--- config.mk ---
export PLATFORM = sky130hd
export DESIGN_NAME = mcu_strip_reader_flat
export DESIGN_NICKNAME = d
export VERILOG_FILES = /design/src/rtl/mcu_strip_reader_if.sv /design/src/rtl/mcu_strip_reader.sv /design/src/flat_wrapper.sv
export SDC_FILE = /design/constraint.sdc
export NUM_CORES = 1
export LEC_CHECK = 0
export CAP_MARGIN = 15
export CORE_UTILIZATION = 49
export DETAILED_ROUTE_END_ITERATION = 7
export PLACE_DENSITY = 0.81
export SYNTH_ARGS = -nofsm -noshare
export SYNTH_HDL_FRONTEND = slang
export SYNTH_SLANG_ARGS = --single-unit
--- constraint.sdc ---
create_clock -name i_clock -period 2.1 [get_ports i_clock]
set_input_delay 0.21 -clock i_clock [delete_from_list [all_inputs] [get_ports i_clock]]
set_output_delay 0.21 -clock i_clock [all_outputs]
set_load 0.02 [all_outputs]
--- src/rtl/mcu_strip_reader_if.sv ---
// Pixel stream from the strip reader to the DCT stage.
// The master drives the data and flags; the slave returns ready.
interface mcu_strip_reader_if;
    logic [7:0] pixel;
    logic       valid;
    logic       ready;
    logic       mcu_first;
    logic       strip_last;

    modport master (
        output pixel,
        output valid,
        output mcu_first,
        output strip_last,
        input  ready
    );

    modport slave (
        input  pixel,
        input  valid,
        input  mcu_first,
        input  strip_last,
        output ready
    );
endinterface

--- src/rtl/mcu_strip_reader.sv ---
// Drains one completed 8-line strip (40 MCUs x 64 pixels) from the ingester's back buffer
// and emits it as a level-shifted, MCU-ordered valid/ready pixel stream.
module mcu_strip_reader #(
    parameter int unsigned NUM_EBRS     = 5,
    parameter int unsigned MCUS_PER_EBR = 8,
    parameter bit          LEVEL_SHIFT  = 1'b1
) (
    input  logic                  i_clock,
    input  logic                  i_nreset,
    input  logic                  i_frontbuffer_select,
    output logic                  o_read_buffer_select,
    output logic                  o_read_en,
    output logic [8:0]            o_read_addr,
    input  logic [8*NUM_EBRS-1:0] i_ebr_rdata,
    output logic                  o_busy,
    output logic                  o_overrun,
    mcu_strip_reader_if.master    o_strm
);

    localparam int unsigned EbrW  = (NUM_EBRS > 1) ? $clog2(NUM_EBRS) : 1;
    localparam int unsigned SlotW = (MCUS_PER_EBR > 1) ? $clog2(MCUS_PER_EBR) : 1;
    localparam logic [EbrW-1:0]  LastEbr  = EbrW'(NUM_EBRS - 1);
    localparam logic [SlotW-1:0] LastSlot = SlotW'(MCUS_PER_EBR - 1);

    typedef enum logic [1:0] {StIdle, StRead, StDrain} state_e;

    state_e           r_state, w_state_nxt;
    logic             r_fb_prev;
    logic             r_armed;
    logic             w_start;
    logic [5:0]       r_pix;
    logic [EbrW-1:0]  r_ebr;
    logic [SlotW-1:0] r_slot;
    logic             w_credit_ok;
    logic             w_issue;
    logic             w_last_issue;
    logic [2:0]       w_occ;

    logic             r_rd_vld;
    logic             r_rd_first;
    logic             r_rd_last;
    logic [EbrW-1:0]  r_rd_ebr;
    logic [7:0]       w_rd_byte;
    logic [7:0]       w_push_pixel;

    logic [9:0]       r_fifo_mem [2];
    logic             r_wptr;
    logic             r_rptr;
    logic [1:0]       r_cnt;
    logic             w_push;
    logic             w_pop;
    logic [9:0]       w_head;

    // r_armed masks the first cycle after reset so the detector can settle on the input.
    assign w_start = r_armed && (i_frontbuffer_select != r_fb_prev);

    always_ff @(posedge i_clock or negedge i_nreset) begin
        if (!i_nreset) begin
            r_fb_prev <= 1'b0;
            r_armed   <= 1'b0;
        end else begin
            r_fb_prev <= i_frontbuffer_select;
            r_armed   <= 1'b1;
        end
    end

    // A pop this cycle frees a slot by the time the new read lands, keeping full rate.
    assign w_occ        = {1'b0, r_cnt} + {2'b00, r_rd_vld};
    assign w_credit_ok  = w_occ < (3'd2 + {2'b00, w_pop});
    assign w_issue      = (r_state == StRead) && w_credit_ok;
    assign w_last_issue = w_issue && (r_pix == 6'd63) && (r_ebr == LastEbr)
                          && (r_slot == LastSlot);

    always_comb begin
        w_state_nxt = r_state;
        unique case (r_state)
            StIdle:  if (w_start) w_state_nxt = StRead;
            StRead:  if (w_last_issue) w_state_nxt = StDrain;
            StDrain: if ((r_cnt == 2'd0) && !r_rd_vld) w_state_nxt = StIdle;
            default: w_state_nxt = StIdle;
        endcase
    end

    always_ff @(posedge i_clock or negedge i_nreset) begin
        if (!i_nreset) begin
            r_state              <= StIdle;
            o_read_buffer_select <= 1'b0;
            o_overrun            <= 1'b0;
            r_pix                <= '0;
            r_ebr                <= '0;
            r_slot               <= '0;
        end else begin
            r_state <= w_state_nxt;
            if (w_start && (r_state != StIdle)) begin
                o_overrun <= 1'b1;
            end
            if ((r_state == StIdle) && w_start) begin
                o_read_buffer_select <= ~i_frontbuffer_select;
                r_pix                <= '0;
                r_ebr                <= '0;
                r_slot               <= '0;
            end else if (w_issue) begin
                r_pix <= r_pix + 6'd1;
                if (r_pix == 6'd63) begin
                    if (r_ebr == LastEbr) begin
                        r_ebr  <= '0;
                        r_slot <= r_slot + SlotW'(1);
                    end else begin
                        r_ebr <= r_ebr + EbrW'(1);
                    end
                end
            end
        end
    end

    always_ff @(posedge i_clock or negedge i_nreset) begin
        if (!i_nreset) begin
            r_rd_vld   <= 1'b0;
            r_rd_first <= 1'b0;
            r_rd_last  <= 1'b0;
            r_rd_ebr   <= '0;
        end else begin
            r_rd_vld   <= w_issue;
            r_rd_first <= (r_pix == 6'd0);
            r_rd_last  <= w_last_issue;
            r_rd_ebr   <= r_ebr;
        end
    end

    // Only the addressed EBR's byte is ever routed; the other douts may hold anything.
    always_comb begin
        w_rd_byte = 8'h00;
        for (int unsigned k = 0; k < NUM_EBRS; k++) begin
            if (r_rd_ebr == EbrW'(k)) w_rd_byte = i_ebr_rdata[8*k +: 8];
        end
    end

    assign w_push_pixel = LEVEL_SHIFT ? {~w_rd_byte[7], w_rd_byte[6:0]} : w_rd_byte;
    assign w_push       = r_rd_vld;
    assign w_pop        = (r_cnt != 2'd0) && o_strm.ready;

    always_ff @(posedge i_clock or negedge i_nreset) begin
        if (!i_nreset) begin
            r_fifo_mem[0] <= '0;
            r_fifo_mem[1] <= '0;
            r_wptr        <= 1'b0;
            r_rptr        <= 1'b0;
            r_cnt         <= 2'd0;
        end else begin
            if (w_push) begin
                r_fifo_mem[r_wptr] <= {r_rd_last, r_rd_first, w_push_pixel};
                r_wptr             <= ~r_wptr;
            end
            if (w_pop) begin
                r_rptr <= ~r_rptr;
            end
            r_cnt <= r_cnt + {1'b0, w_push} - {1'b0, w_pop};
        end
    end

    assign w_head = r_fifo_mem[r_rptr];

    assign o_strm.valid      = (r_cnt != 2'd0);
    assign o_strm.pixel      = o_strm.valid ? w_head[7:0] : 8'h00;
    assign o_strm.mcu_first  = o_strm.valid & w_head[8];
    assign o_strm.strip_last = o_strm.valid & w_head[9];

    assign o_read_en   = w_issue;
    assign o_read_addr = 9'({r_slot, r_pix});
    assign o_busy      = (r_state != StIdle);

endmodule
--- src/flat_wrapper.sv ---
// flat-port wrapper written by rule: the top's interface ports become plain ports
module mcu_strip_reader_flat 
#(
    parameter int unsigned NUM_EBRS     = 5,
    parameter int unsigned MCUS_PER_EBR = 8,
    parameter bit          LEVEL_SHIFT  = 1'b1
)
  (i_clock, i_nreset, i_frontbuffer_select, o_read_buffer_select, o_read_en, o_read_addr, i_ebr_rdata, o_busy, o_overrun, o_strm_pixel, o_strm_valid, o_strm_mcu_first, o_strm_strip_last, o_strm_ready);
  mcu_strip_reader_if o_strm_i ();
  input  logic i_clock;
  input  logic i_nreset;
  input  logic i_frontbuffer_select;
  output logic o_read_buffer_select;
  output logic o_read_en;
  output logic [8:0] o_read_addr;
  input  logic [8*NUM_EBRS-1:0] i_ebr_rdata;
  output logic o_busy;
  output logic o_overrun;
  output wire logic [$bits(o_strm_i.pixel)-1:0] o_strm_pixel;
  output wire logic [$bits(o_strm_i.valid)-1:0] o_strm_valid;
  output wire logic [$bits(o_strm_i.mcu_first)-1:0] o_strm_mcu_first;
  output wire logic [$bits(o_strm_i.strip_last)-1:0] o_strm_strip_last;
  input wire logic [$bits(o_strm_i.ready)-1:0] o_strm_ready;
  assign o_strm_pixel = o_strm_i.pixel;
  assign o_strm_valid = o_strm_i.valid;
  assign o_strm_mcu_first = o_strm_i.mcu_first;
  assign o_strm_strip_last = o_strm_i.strip_last;
  assign o_strm_i.ready = o_strm_ready;
  mcu_strip_reader #(.NUM_EBRS(NUM_EBRS), .MCUS_PER_EBR(MCUS_PER_EBR), .LEVEL_SHIFT(LEVEL_SHIFT)) u_core (.i_clock(i_clock), .i_nreset(i_nreset), .i_frontbuffer_select(i_frontbuffer_select), .o_read_buffer_select(o_read_buffer_select), .o_read_en(o_read_en), .o_read_addr(o_read_addr), .i_ebr_rdata(i_ebr_rdata), .o_busy(o_busy), .o_overrun(o_overrun), .o_strm(o_strm_i));
endmodule
==> Yosys cells after proc, flatten, opt, wreduce, memory -nomap -nowiden <==
Cells that the tools add are included.
{ "classes": {"addsub": 7, "order_cmp": 4, "n_eq_ne": 13, "mux": 26, "bitwise": 8, "n_reduce_logical": 23} }
{ "ops": {"columns": ["op", "count"], "rows": [
  ["2-to-1 mux 8 bit", 6],
  ["2-to-1 mux 10 bit", 4],
  ["2-to-1 mux 3 bit", 8],
  ["bitwise mux 20 bit", 1],
  ["2-to-1 mux 6 bit", 2],
  ["demux 10 bit (select 1 bit)", 1],
  ["logical AND 1 bit", 10],
  ["nonzero test 2 bit", 5],
  ["equality test 3 bit, second input constant", 3],
  ["adder 3 x 1 -> 3 bit, second input constant", 2],
  ["adder 6 x 1 -> 6 bit, second input constant", 1],
  ["equality test 3 x 2 -> 1 bit, second input constant", 2],
  ["equality test 6 bit, second input constant", 1],
  ["logical NOT 6 bit", 1],
  ["2-to-1 mux 2 bit", 3],
  ["inequality test 2 x 1 -> 1 bit, second input constant", 3],
  ["case mux 2 bit (3 select lines)", 1],
  ["AND reduction 3 bit", 2],
  ["greater-or-equal comparator 2 bit, second input constant", 2],
  ["logical NOT 2 bit", 2],
  ["NOT 1 bit", 4],
  ["NOT 1 -> 2 bit", 2],
  ["adder 2 x 1 -> 3 bit", 1],
  ["adder 2 x 1 -> 3 bit, first input constant", 1],
  ["other kinds (12)", 13]
]} }
{ "word_totals": {"register_bits": 48, "output_inout_bits": 24, "wordCells": 98} }

==> Depth between registers and ports, before layout <==
Gate-level depths: netlist of run 1.
{ "logic_depth": {"word_depth": 10, "ltp_mapped": 7, "mapped_depth_nobuf": 7} }

==> Worst setup path after synthesis of run 1 <==
OpenSTA, ideal clock, no wires.
{ "synth_timing": {"kind": "reg-to-reg", "startpoint": "reg u_core.r_cnt[0]", "endpoint": "reg u_core.r_ebr[2]", "setup_ns": 0.078, "t_arrival_ns": 1.810, "path_slack_ns": 0.212, "path_stages_with_launch": 7, "path_cell_list": "dfrtp_1 -> ha_1 -> ha_1 -> nor4bb_1 -> nand2_1 -> or4b_1 -> a21oi_1"} }
{ "synth_via": {"elab_chain_cells": 7} }
{ "synth_rtl": {"columns": ["item", "line_no", "source"], "rows": [
  ["start, declared", "mcu_strip_reader.sv:49", "logic [1:0] r_cnt;"],
  ["start signal, assigned", "mcu_strip_reader.sv:157", "r_cnt <= r_cnt + {1'b0, w_push} - {1'b0, w_pop};"],
  ["nonzero test 2 bit", "mcu_strip_reader.sv:140", "assign w_pop = (r_cnt != 2'd0) && o_strm.ready;"],
  ["logical AND 1 bit", "mcu_strip_reader.sv:140", null],
  ["adder 2 x 1 -> 3 bit", "mcu_strip_reader.sv:69", "assign w_credit_ok = w_occ < (3'd2 + {2'b00, w_pop});"],
  ["less-than comparator 3 bit *", "mcu_strip_reader.sv:69", null],
  ["logical AND 1 bit *", "mcu_strip_reader.sv:70", "assign w_issue = (r_state == StRead) && w_credit_ok;"],
  ["nonzero test 2 bit (no source line) *", null, null],
  ["AND reduction 2 bit (no source line) *", null, null],
  ["end signal, assigned", "mcu_strip_reader.sv:109", "r_ebr <= r_ebr + EbrW'(1);"],
  ["end, declared", "mcu_strip_reader.sv:32", "logic [EbrW-1:0] r_ebr;"]
]} }
Every way passes the cells marked *; elsewhere a longest branch is shown, timed or not.
A chain may end at the register's enable or synchronous reset.

==> Worst setup path in the final report of run 1 <==
{ "layout_timing": {"startpoint": "reg u_core.r_cnt[0]", "endpoint": "out o_strm_pixel[6]"} }
{ "layout_via": {"elab_chain_cells": 2} }
{ "layout_rtl": {"columns": ["item", "line_no", "source"], "rows": [
  ["nonzero test 2 bit", "mcu_strip_reader.sv:163", "assign o_strm.valid = (r_cnt != 2'd0);"],
  ["2-to-1 mux 8 bit", "mcu_strip_reader.sv:164", "assign o_strm.pixel = o_strm.valid ? w_head[7:0] : 8'h00;"],
  ["end, declared", "flat_wrapper.sv:19", "output wire logic [$bits(o_strm_i.pixel)-1:0] o_strm_pixel;"]
]} }
Every way passes these cells.

==> reports/qor.yml, run 1 <==
global_route:
  grt_pass1_vias: 1985
  globalRouteTotalUtil_pct: 21.7
  globalRoute.totalOverflow: 0
  number_of_antenna_violations_at_the_first_check_in_global_routing: 0
  grt_first_pass_wirelength_mm: 9.01
  grt_max_degree: 29
timing:
  achievable-frequency_mhz: 499
  setup_repair_after_global_routing_missed_its_margin: "true"
  fin_ws_ns: 0.0960
  setup_viol_count_final: 0
  normalized_max_slew_margin_pct: 58.7
  slew_violations: 0
  final_period_minus_worst_setup_slack_ns: 2.00
  final_hold_vios: 0
  finalCritPeriodShare_pct: 95.4
  tightestPinTransition_ns: 0.619
  skew_ns: 0.00634
worst_setup_path:
  worstSetupEndpointType: "output port"
  data_arrival_time_of_the_worst_path_ns: 1.79
  critPathMaxStageDelay_ns: 0.55
  crit_type: "reg2out"
  path_max_fanout: 11
  path_cells: "buf_4 > nor2_1 > buf_4 > nor2_1 > clkdlybuf4s50_1"
  start_kind: "register"
  crit_path_top_delay_cell: "clkdlybuf4s50_1"
  crit_required_ns: 1.89
cts:
  ctsHtreeMaxLevel: 2
  root_buffer: "clkbuf_8"
  clock_tree.buffer_depth: 2
  clock_insertion_delay_worst_skew_ns: 0.30
  cts.repair_timing.setup_buffer_count: 0
  clkSlewWorstSetupHoldPaths_ns: 0.08
  numCtsBuffers: 5
  tritoncts: "yes"
  cts_num_sinks: 48
route:
  routed_via_density: 5.27
  num_vias: 2096
  drt_first_iter_violations: 134
  routed_wire_length_per_instance_um: 13.9
  drtPass1Iterations: 4
  drt_drc_violations_left: 0
  route.antenna.remaining_nets: 0
  routed_wirelength_mm: 5.53
placed_design:
  port_buffers: 67
  gp_routability_congestion: 0.878
  pre_cts_slack_ns: 0.0857
  post_dp_hpwl_mm: 4.31
  place.detailed.instances: 389
  dpl_cell_area_um2: 3340
finish:
  area_growth_syn_to_layout_pct: 34.4
  layout_cell_share_with_drive_strength_beyond_1_pct: 9.97
  finalNonFillerCells: 398
  antennaDiodeCount: 0
  fill_cell_total_of_the_finished_layout: 396
  final_core_utilization_pct: 70.6
  post-route-cell-area_um2: 3440
  fin_nets: 384
synth:
  synth_area_per_cell_um2: 9.98
  ys.flop_type: "dfrtp_1"
  yosysSeqAreaShare_pct: 46.9
  synth-edff-count: 0
  mappedNetlistNets: 311
  post_synth_num_cell_types: 43
  count_of_yosys_warnings_during_synthesis: 0
  seq_cells_post_synth: 48
  postSynth.asyncResetShare_pct: 100
  post_synth_instance_area_um2: 2560
  instance_count_of_the_mapped_netlist: 257
floorplan:
  floorplan.die.height_um: 74.3
  die_width_um: 74.3
  die_outline_area_um2: 5520
  top_level_ports: 68
  row_count: 25
  core_area_um2: 4880
  floorplan.initialDensity_pct: 52.5
power:
  power_density_nw_per_um2: 1340
  ir_worst_vdd_v: 0.000906
  power_leakage_nw: 1.52
job:
  number_of_max_capacitance_violations_reported: 0
worst_hold_path:
  timing.hold.worst.class: "in2reg"
outcome:
  run_status: "complete, no violations"
-- final timing paths --
path                       cells after the start                                 to  slack [ns]                   startpoint
min                                            1         u_core.r_fb_prev$_DFF_PN0_        0.42         i_frontbuffer_select
max reg2reg                                    6        u_core.r_ebr[2]$_DFFE_PN0P_        0.13    u_core.r_cnt[0]$_DFF_PN0_
max                                            5                    o_strm_pixel[6]         0.1    u_core.r_cnt[0]$_DFF_PN0_
min reg2reg                                    0       u_core.r_rd_ebr[0]$_DFF_PN0_        0.43  u_core.r_ebr[0]$_DFFE_PN0P_
min in group asynchronous                      2  u_core.r_fifo_mem[18]$_DFFE_PN0P_        0.45                     i_nreset
max in group asynchronous                      3      u_core.r_state[1]$_DFFE_PN0P_        1.05                     i_nreset
-- metrics by stage --
stage	TNS, ns	power [mW]	hold WS (ns)
after floorplan	0	3.15	-0.0856
after global placement	0	4.02	0.251
after detailed placement	0	4.12	0.256
after CTS	0	4.68	0.412
after global routing	-0.0234	5.01	0.419
final	0	4.63	0.423
-- kinds of logic after synthesis --
| logic type | count (synthesis) | share of synthesized area [%] |
|---|---|---|
| and+or+nand+nor | 72 | 14.3 |
| AOI/OAI and AO/OA | 63 | 14.7 |
| DFF | 48 | 46.9 |
| muxes | 34 | 13.5 |
| buffers and inverters | 24 | 3.95 |
| adders and majority gates | 10 | 4.88 |
| xor gates and xnor gates | 5 | 1.71 |
| other | 1 | 0.146 |
-- critical path, delay by kind of cell (launching register included) --
family                 cells  cell delay (ns)
buffers and inverters      3             0.90
flip-flops                 1             0.39
AND/OR/NAND/NOR            2             0.21
-- cells in the mapped netlist, drive strengths merged, types with 3 or more instances --
master / number / area (um2)
nand3: 6 / 30.0
o31ai: 3 / 22.5
clkbuf: 9 / 33.8
inv: 10 / 37.5
nand2: 29 / 109
o2bb2ai: 7 / 61.3
a21oi: 9 / 45.0
mux2i: 30 / 300
o21ai: 37 / 189
buf: 5 / 30.0
mux2: 4 / 45.0
ha: 10 / 125
xnor2: 3 / 26.3
dfrtp: 48 / 1200
nand2b: 5 / 38.8
nor2: 16 / 60.1
-- layout by cell type (no fill, tap or decap), drive strengths merged, types with 2 or more instances in the layout --
cell type      count
clkdlybuf4s50     65
dfrtp             48
o21ai             37
mux2i             30
nand2             29
nor2              16
buf               13
inv               10
ha                10
a21oi              9
o2bb2ai            7
clkbuf             7
nand3              6
nand2b             5
mux2               4
xnor2              3
o31ai              3
and3               2
xor2               2
or4                2
clkinv             2
o21a               2
nor3               2
-- repair_timing --
action                                  CTS  global route
pin swaps                                 0             0
endpoints found under the setup margin   11             3
endpoints found under the hold margin    26             0
gates resized for setup                   2             3
gates cloned                              0             0
hold buffers                              1             0
-- sequential cells by signal (all words and copies together), names as in the netlist, 2 cells and up --
| signal | cells |
|---|---|
| u_core.r_cnt | 2 |
| u_core.r_ebr | 3 |
| u_core.r_fifo_mem | 20 |
| u_core.r_rd_ebr | 3 |
| u_core.r_slot | 3 |
| u_core.r_state | 2 |
| u_core.r_pix | 6 |
-- metal layers --
layer	wire length (um)	vias to the layer above	global-route usage (%)
met3	188	8	4.88
li1	-	1052	-
met2	2850	48	36.1
met5	0	-	0
met4	67	0	6.29
met1	2430	988	28.6
-- cell type report --
class | instances | area (um2) | share of cell area [%]
inverters | 10 | 37.5 | 1.09
clock inverters | 2 | 10.0 | 0.291
repair buffers | 80 | 761 | 22.1
flip-flops and latches | 48 | 1200 | 34.9
multi-input cells | 185 | 1270 | 36.8
clock buffers | 6 | 82.6 | 2.40
well taps | 67 | 83.8 | 2.43
-- where the power goes --
group | internal [mW] | total [mW] | switching (mW)
Combinational | 1.17 | 2.48 | 1.31
Sequential | 1.26 | 1.60 | 0.335
Clock | 0.263 | 0.555 | 0.292
Total | 2.70 | 4.63 | 1.93
(Power assumes the default switching activity.)
==> run 2: changes to the inputs <==
- CORE_UTILIZATION: 49 -> 43
- DONT_BUFFER_PORTS: not set -> 1
- PLACE_DENSITY: 0.81 -> not set
==> run 2 against run 1 <==
Clock power grew 2%. Critical endpoint is now o_read_en. Largest power group unchanged. Global-route usage shrank 4.0 points. Combinational power shrank 14%. Sequential share of layout area grew 7.3 points.
==> reports/qor.yml, run 2 (synthesized netlist as in run 1, its figures left out) <==
timing:
  skew_ns: 0.00630  # -0.0000386 ns
  tightestPinTransition_ns: 0.723  # +0.104 ns
  final_hold_vios: 0  # unchanged
  final_period_minus_worst_setup_slack_ns: 2.05  # +0.0490 ns
  setup_viol_count_final: 0  # unchanged
  setup_tns_ns: 0  # unchanged
  setup_repair_after_global_routing_missed_its_margin: "true"
  normalized_max_slew_margin_pct: 51.3  # -7.4 points
  worst_hold_slack_ns: 0.0207  # -0.402 ns
  finalCritPeriodShare_pct: 97.8  # +2.3 points
  achievable-frequency_mhz: 487  # -2.4%
  slew_violations: 0  # unchanged
floorplan:
  top_level_ports: 68  # unchanged
  floorplan.die.height_um: 79.2  # +6.6%
  core_area_um2: 5640  # +16%
  row_count: 27  # +8.0%
  floorplan.initialDensity_pct: 45.4  # -7.1 points
  die_outline_area_um2: 6280  # +14%
  die_width_um: 79.2  # +6.6%
worst_hold_path:
  holdCritStartpoint: "i_frontbuffer_select"
  timing.hold.worst.class: "in2reg"
worst_setup_path:
  crit_required_ns: 1.89  # about the same
  crit_path_top_delay_cell: "dfrtp_1"
  critical_path_buf_inv_count: 1  # -2
  cp_common_cell: "ha_1"
  path_cells: "ha_1 > ha_1 > or2_1 > nor2_1 > buf_4"
  start_kind: "register"
  critPathMaxStageDelay_ns: 0.44  # -0.11 ns
  r2r_startpoint: "u_core.r_rd_vld$_DFF_PN0_"
  crit_type: "reg2out"
  data_arrival_time_of_the_worst_path_ns: 1.84  # +0.05 ns
  critPathTopFamily: "simple AND/OR/NAND/NOR gates"
  worstSetupEndpointType: "output port"
  path_max_fanout: 8  # -3
  setup.worst_path.start: "u_core.r_rd_vld$_DFF_PN0_"
route:
  drtPass1Iterations: 4  # unchanged
  routed_wirelength_mm: 5.38  # -2.8%
  routed_via_density: 5.43  # +3.1%
  routed_wire_length_per_instance_um: 15.9  # +14%
  drt_drc_violations_left: 0  # unchanged
  num_vias: 1840  # -12%
  route.antenna.remaining_nets: 0  # unchanged
  drt_first_iter_violations: 97  # -28%
global_route:
  number_of_antenna_violations_at_the_first_check_in_global_routing: 0  # unchanged
  grt_max_degree: 49  # +69%
  grt_first_pass_wirelength_mm: 8.46  # -6.1%
  globalRouteTotalUtil_pct: 17.7  # -4.0 points
  globalRoute.totalOverflow: 0  # unchanged
  grt_pass1_vias: 1723  # -13%
finish:
  largest_reg_by_ff_count: "u_core.r_fifo_mem"
  most-common-layout-cells: "dfrtp_1, o21ai_0, mux2i_1"
  finalNonFillerCells: 339  # -15%
  antennaDiodeCount: 0  # unchanged
  final_core_utilization_pct: 50.5  # -20 points
  multi_input_comb_area_um2: 1280  # +1.4%
  layout_commonest_cell: "dfrtp_1"
  area_growth_syn_to_layout_pct: 11.1
  largest_register_ff_count: 20  # unchanged
  register_area_um2: 1200  # -0.10%
  fin_nets: 320  # -17%
  fill_cell_total_of_the_finished_layout: 523  # +32%
  layout_cell_share_with_drive_strength_beyond_1_pct: 12.0  # +2.0 points
  reg_top3: "u_core.r_fifo_mem (20), u_core.r_pix (6)"
placed_design:
  place.detailed.instances: 327  # -16%
  gp_routability_congestion: 0.787  # -10%
  post_dp_hpwl_mm: 3.94  # -8.5%
  port_buffers: 0  # -100%
cts:
  clock_insertion_delay_worst_skew_ns: 0.30  # about the same
  numCtsBuffers: 5  # unchanged
  cts_num_sinks: 48  # unchanged
  root_buffer: "clkbuf_8"
  clock_tree.buffer_depth: 2  # unchanged
  ctsHtreeMaxLevel: 2  # unchanged
  clkSlewWorstSetupHoldPaths_ns: 0.09  # about the same
  tritoncts: "yes"
outcome:
  run_status: "complete, no violations"
power:
  ir_worst_vdd_v: 0.000774  # -15%
  power_density_nw_per_um2: 1490  # +11%
  power_leakage_nw: 1.29  # -16%
job:
  number_of_max_capacitance_violations_reported: 0  # unchanged
[run 2: cell count changes in the layout (fill, tap and decap cells not counted), sizes merged]
| cell | previous run | this run |
|---|---|---|
| clkdlybuf4s50 | 65 | 0 |
| dlygate4sd3 | 1 | 2 |
| clkbuf | 7 | 8 |
| clkinv | 2 | 0 |
| buf | 13 | 14 |
[run 2: repair_timing]
| item | in CTS | in global routing |
|---|---|---|
| setup buffers | 0 | 1 |
| hold endpoints to repair | 49 | 0 |
| endpoints found under the setup margin | 0 | 4 |
| hold buffers | 3 | 0 |
| resized for setup | 0 | 4 |
[run 2: routing by layer]
| metal | global-route usage (%) | share of wire, % | up-vias |
|---|---|---|---|
| li1 | - | - | 919 |
| met1 | 25.1 | 46 | 874 |
| met2 | 26.0 | 48 | 39 |
| met3 | 3.91 | 5.0 | 8 |
| met4 | 7.09 | 1.6 | 0 |
| met5 | 0 | 0 | - |
[run 2: worst register-to-register path, stage by stage, from the launching register on]
cell      delay (ns)
dfrtp_1         0.44
ha_1            0.20
ha_1            0.24
nor4bb_4        0.32
nand2_2         0.13
or3_2           0.46
a21oi_1         0.15
[run 2: metrics by stage]
step	cell area [um2]	worst slack (ns)	total power, mW
finish	2850	0.0469	4.25
CTS	2820	0.00277	4.26
global placement	2680	0.0585	3.60
global route	2850	-0.0726	4.59
detailed placement	2680	0.0105	3.66
floorplan	2560	0.212	3.15
[run 2: final timing paths]
path,endpoint,slack (ns),cells past startpoint
max reg2reg,u_core.r_ebr[1]$_DFFE_PN0P_,0.08,6
min in group asynchronous,u_core.r_fifo_mem[1]$_DFFE_PN0P_,0.42,2
max,o_read_en,0.05,5
max in group asynchronous,u_core.r_fifo_mem[17]$_DFFE_PN0P_,1.47,2
min,u_core.o_read_buffer_select$_DFFE_PN0P_,0.02,1
min reg2reg,u_core.r_rd_ebr[1]$_DFF_PN0_,0.43,0
[run 2: area by class of cell]
class                   instances  area share (%)
flip-flops and latches         48            42.2
inverters                      10            1.32
repair buffers                 16            5.09
clock buffers                   8            3.16
well taps                      72            3.16
multi-input cells             185            45.1
[run 2: report_power, final]
| group | total [mW] | switching [mW] | internal (mW) |
|---|---|---|---|
| sequential | 1.56 | 0.299 | 1.26 |
| clock | 0.564 | 0.295 | 0.269 |
| combinational | 2.13 | 1.30 | 0.825 |
==> run 3: changes to the inputs <==
- CELL_PAD_IN_SITES_DETAIL_PLACEMENT: not set -> 1
- CELL_PAD_IN_SITES_GLOBAL_PLACEMENT: not set -> 2
- CORE_UTILIZATION: 43 -> 38
- PLACE_DENSITY_LB_ADDON: not set -> 0.1
- SLEW_MARGIN: not set -> 20
==> run 3 against run 2 <==
The run now ends with DRC left. Via count grew 2.3%. Fmax grew 4.7%. Total power grew 4.2%. Global-route usage grew 0.23 points. Wire length grew 14%. Clock-buffer cell count shrank 2. Register-to-register slack gained 0.09 ns. Final cell count grew 1.8%.
==> reports/qor.yml, run 3 (synthesized netlist as in run 1, its figures left out) <==
outcome:
  violations: "DRC"
  run_status: "finished, violations left"
power:
  power.share.sequential_pct: 33.9  # -2.7 points
  power_leakage_nw: 1.30  # +1.0%
  ir_worst_vdd_v: 0.000687  # -11%
  power_density_nw_per_um2: 1540  # +3.2%
  cellInternalPower_mw: 2.48  # +5.3%
  swShare_pct: 44.0  # -0.63 points
  pwr-share-comb_pct: 51.0  # +0.9 points
  p_sw_mw: 1.95  # +2.7%
  share_clk_of_total_power_pct: 15.1  # +1.8 points
cts:
  numCtsBuffers: 5  # unchanged
  ctsHtreeMaxLevel: 2  # unchanged
  tritoncts: "yes"
  cts_num_sinks: 48  # unchanged
  cts.repair_timing.setup_buffer_count: 0  # unchanged
  clock_tree.buffer_depth: 2  # unchanged
  clkSlewWorstSetupHoldPaths_ns: 0.09  # about the same
  clock_insertion_delay_worst_skew_ns: 0.31  # about the same
  root_buffer: "clkbuf_8"
worst_setup_path:
  ff2ff_setup_slack_ns: 0.17  # +0.09 ns
  data_arrival_time_of_the_worst_path_ns: 1.75  # -0.09 ns
  worstSetupEndpointType: "output port"
  start_kind: "register"
  crit_required_ns: 1.89  # about the same
  crit_type: "reg2out"
  path_max_fanout: 8  # unchanged
floorplan:
  die_width_um: 84.1  # +6.2%
  die_outline_area_um2: 7080  # +13%
  floorplan.initialDensity_pct: 39.9  # -5.5 points
  top_level_ports: 68  # unchanged
  floorplan.die.height_um: 84.1  # +6.2%
  row_count: 29  # +7.4%
  core_area_um2: 6420  # +14%
finish:
  layout_commonest_cell: "dfrtp_1"
  reg_top3: "u_core.r_fifo_mem (20), u_core.r_pix (6)"
  fill_cell_total_of_the_finished_layout: 738  # +41%
  layout_cell_share_with_drive_strength_beyond_1_pct: 12.7  # +0.70 points
  register_area_um2: 1200  # unchanged
  most-common-layout-cells: "dfrtp_1, o21ai_0, mux2i_1"
  multi_input_comb_area_um2: 1280  # -0.29%
  largest_reg_by_ff_count: "u_core.r_fifo_mem"
  finalNonFillerCells: 345  # +1.8%
  largest_register_ff_count: 20  # unchanged
  area_growth_syn_to_layout_pct: 12.2
  fin_nets: 321  # +0.31%
  antennaDiodeCount: 0  # unchanged
route:
  routed_via_density: 5.46  # +0.50%
  drtPass1Iterations: 6  # +2
  drt_first_iter_violations: 61  # -37%
  num_vias: 1882  # +2.3%
  routed_wirelength_mm: 6.13  # +14%
  drt_drc_violations_left: 4  # +4
  routed_wire_length_per_instance_um: 17.8  # +12%
  route.antenna.remaining_nets: 0  # unchanged
placed_design:
  post_dp_hpwl_mm: 4.47  # +13%
  gp_routability_congestion: 0.847  # +7.7%
  port_buffers: 0  # unchanged
  place.detailed.instances: 334  # +2.1%
global_route:
  grt_pass1_vias: 1870  # +8.5%
  grt_max_degree: 49  # unchanged
  grt_first_pass_wirelength_mm: 9.71  # +15%
  globalRoute.totalOverflow: 0  # unchanged
  globalRouteTotalUtil_pct: 17.9  # +0.23 points
  number_of_antenna_violations_at_the_first_check_in_global_routing: 0  # unchanged
timing:
  setup_viol_count_final: 0  # unchanged
  setup_tns_ns: 0  # unchanged
  setup_repair_after_global_routing_missed_its_margin: "false"
  normalized_max_slew_margin_pct: 58.7  # +7.4 points
  slew_violations: 0  # unchanged
  worst_hold_slack_ns: 0.101  # +0.0801 ns
  achievable-frequency_mhz: 510  # +4.7%
  final_period_minus_worst_setup_slack_ns: 1.96  # -0.0926 ns
  skew_ns: 0.00899  # +0.00270 ns
  tightestPinTransition_ns: 0.619  # -0.104 ns
  finalCritPeriodShare_pct: 93.4  # -4.4 points
  final_hold_vios: 0  # unchanged
job:
  number_of_max_capacitance_violations_reported: 0  # unchanged
worst_hold_path:
  timing.hold.worst.class: "in2reg"
-- run 3: cell count changes in the layout (fill, tap and decap cells not counted), sizes merged --
cell | before | now
clkbuf | 8 | 6
bufinv | 0 | 1
clkinv | 0 | 1
buf | 14 | 15
-- run 3: path summary, 6_finish.rpt --
kind                                                   from                                 to  cells past startpoint
worst max-delay path              u_core.r_cnt[0]$_DFF_PN0_                          o_read_en                      5
worst min-delay path                           o_strm_ready          u_core.r_rptr$_DFFE_PN0P_                      2
worst max register to register    u_core.r_cnt[0]$_DFF_PN0_        u_core.r_ebr[2]$_DFFE_PN0P_                      6
worst min register to register  u_core.r_ebr[0]$_DFFE_PN0P_       u_core.r_rd_ebr[0]$_DFF_PN0_                      0
max in group asynchronous                          i_nreset  u_core.r_fifo_mem[13]$_DFFE_PN0P_                      2
min in group asynchronous                          i_nreset        u_core.r_rd_first$_DFF_PN0_                      2
-- run 3: worst max-delay path, stage by stage (launching register included) --
cell	delay, ns
dfrtp_1	0.40
ha_1	0.20
ha_2	0.20
or2_1	0.35
nor2_1	0.14
buf_4	0.16
-- run 3: timing repair --
item	CTS	global route
hold buffers	3	0
endpoints found under the hold margin	50	0
endpoints found under the setup margin	0	3
gates resized for setup	0	4
-- run 3: cell type report --
class                      instances  share of cell area [%]
clock buffer                       6                    2.52
clock inverter                     2                    1.22
inverter                          10                    1.30
multi-input combinational        185                    44.5
sequential                        48                    41.8
tap                               77                    3.35
timing repair buffer              17                    5.31
-- run 3: metal layers --
metal / share of wire, % / track usage (%)
met5: 0 / 0
met4: 1.5 / 6.11
met3: 5.2 / 5.21
met2: 48 / 28.8
met1: 45 / 23.2
-- run 3: power groups by stage --
stage	Combinational (mW)	Sequential, mW	Clock, mW
after global routing	2.53	1.56	0.723
after global placement	2.20	1.51	0
final	2.26	1.50	0.668
after floorplan	1.60	1.55	0
after detailed placement	2.22	1.52	0
after CTS	2.25	1.50	0.692
-- run 3: per-stage QoR --
step           total power, mW  setup WS, ns  cell area [um2]  util [%]
3_5_place_dp              3.75        0.0803             2700      42.1
4_1_cts                   4.45        0.0568             2860      44.5
6_report                  4.43         0.140             2880      44.8
3_3_place_gp              3.71         0.139             2700      42.1
2_1_floorplan             3.15         0.212             2560         -
5_1_grt                   4.81        0.0207             2880      44.8
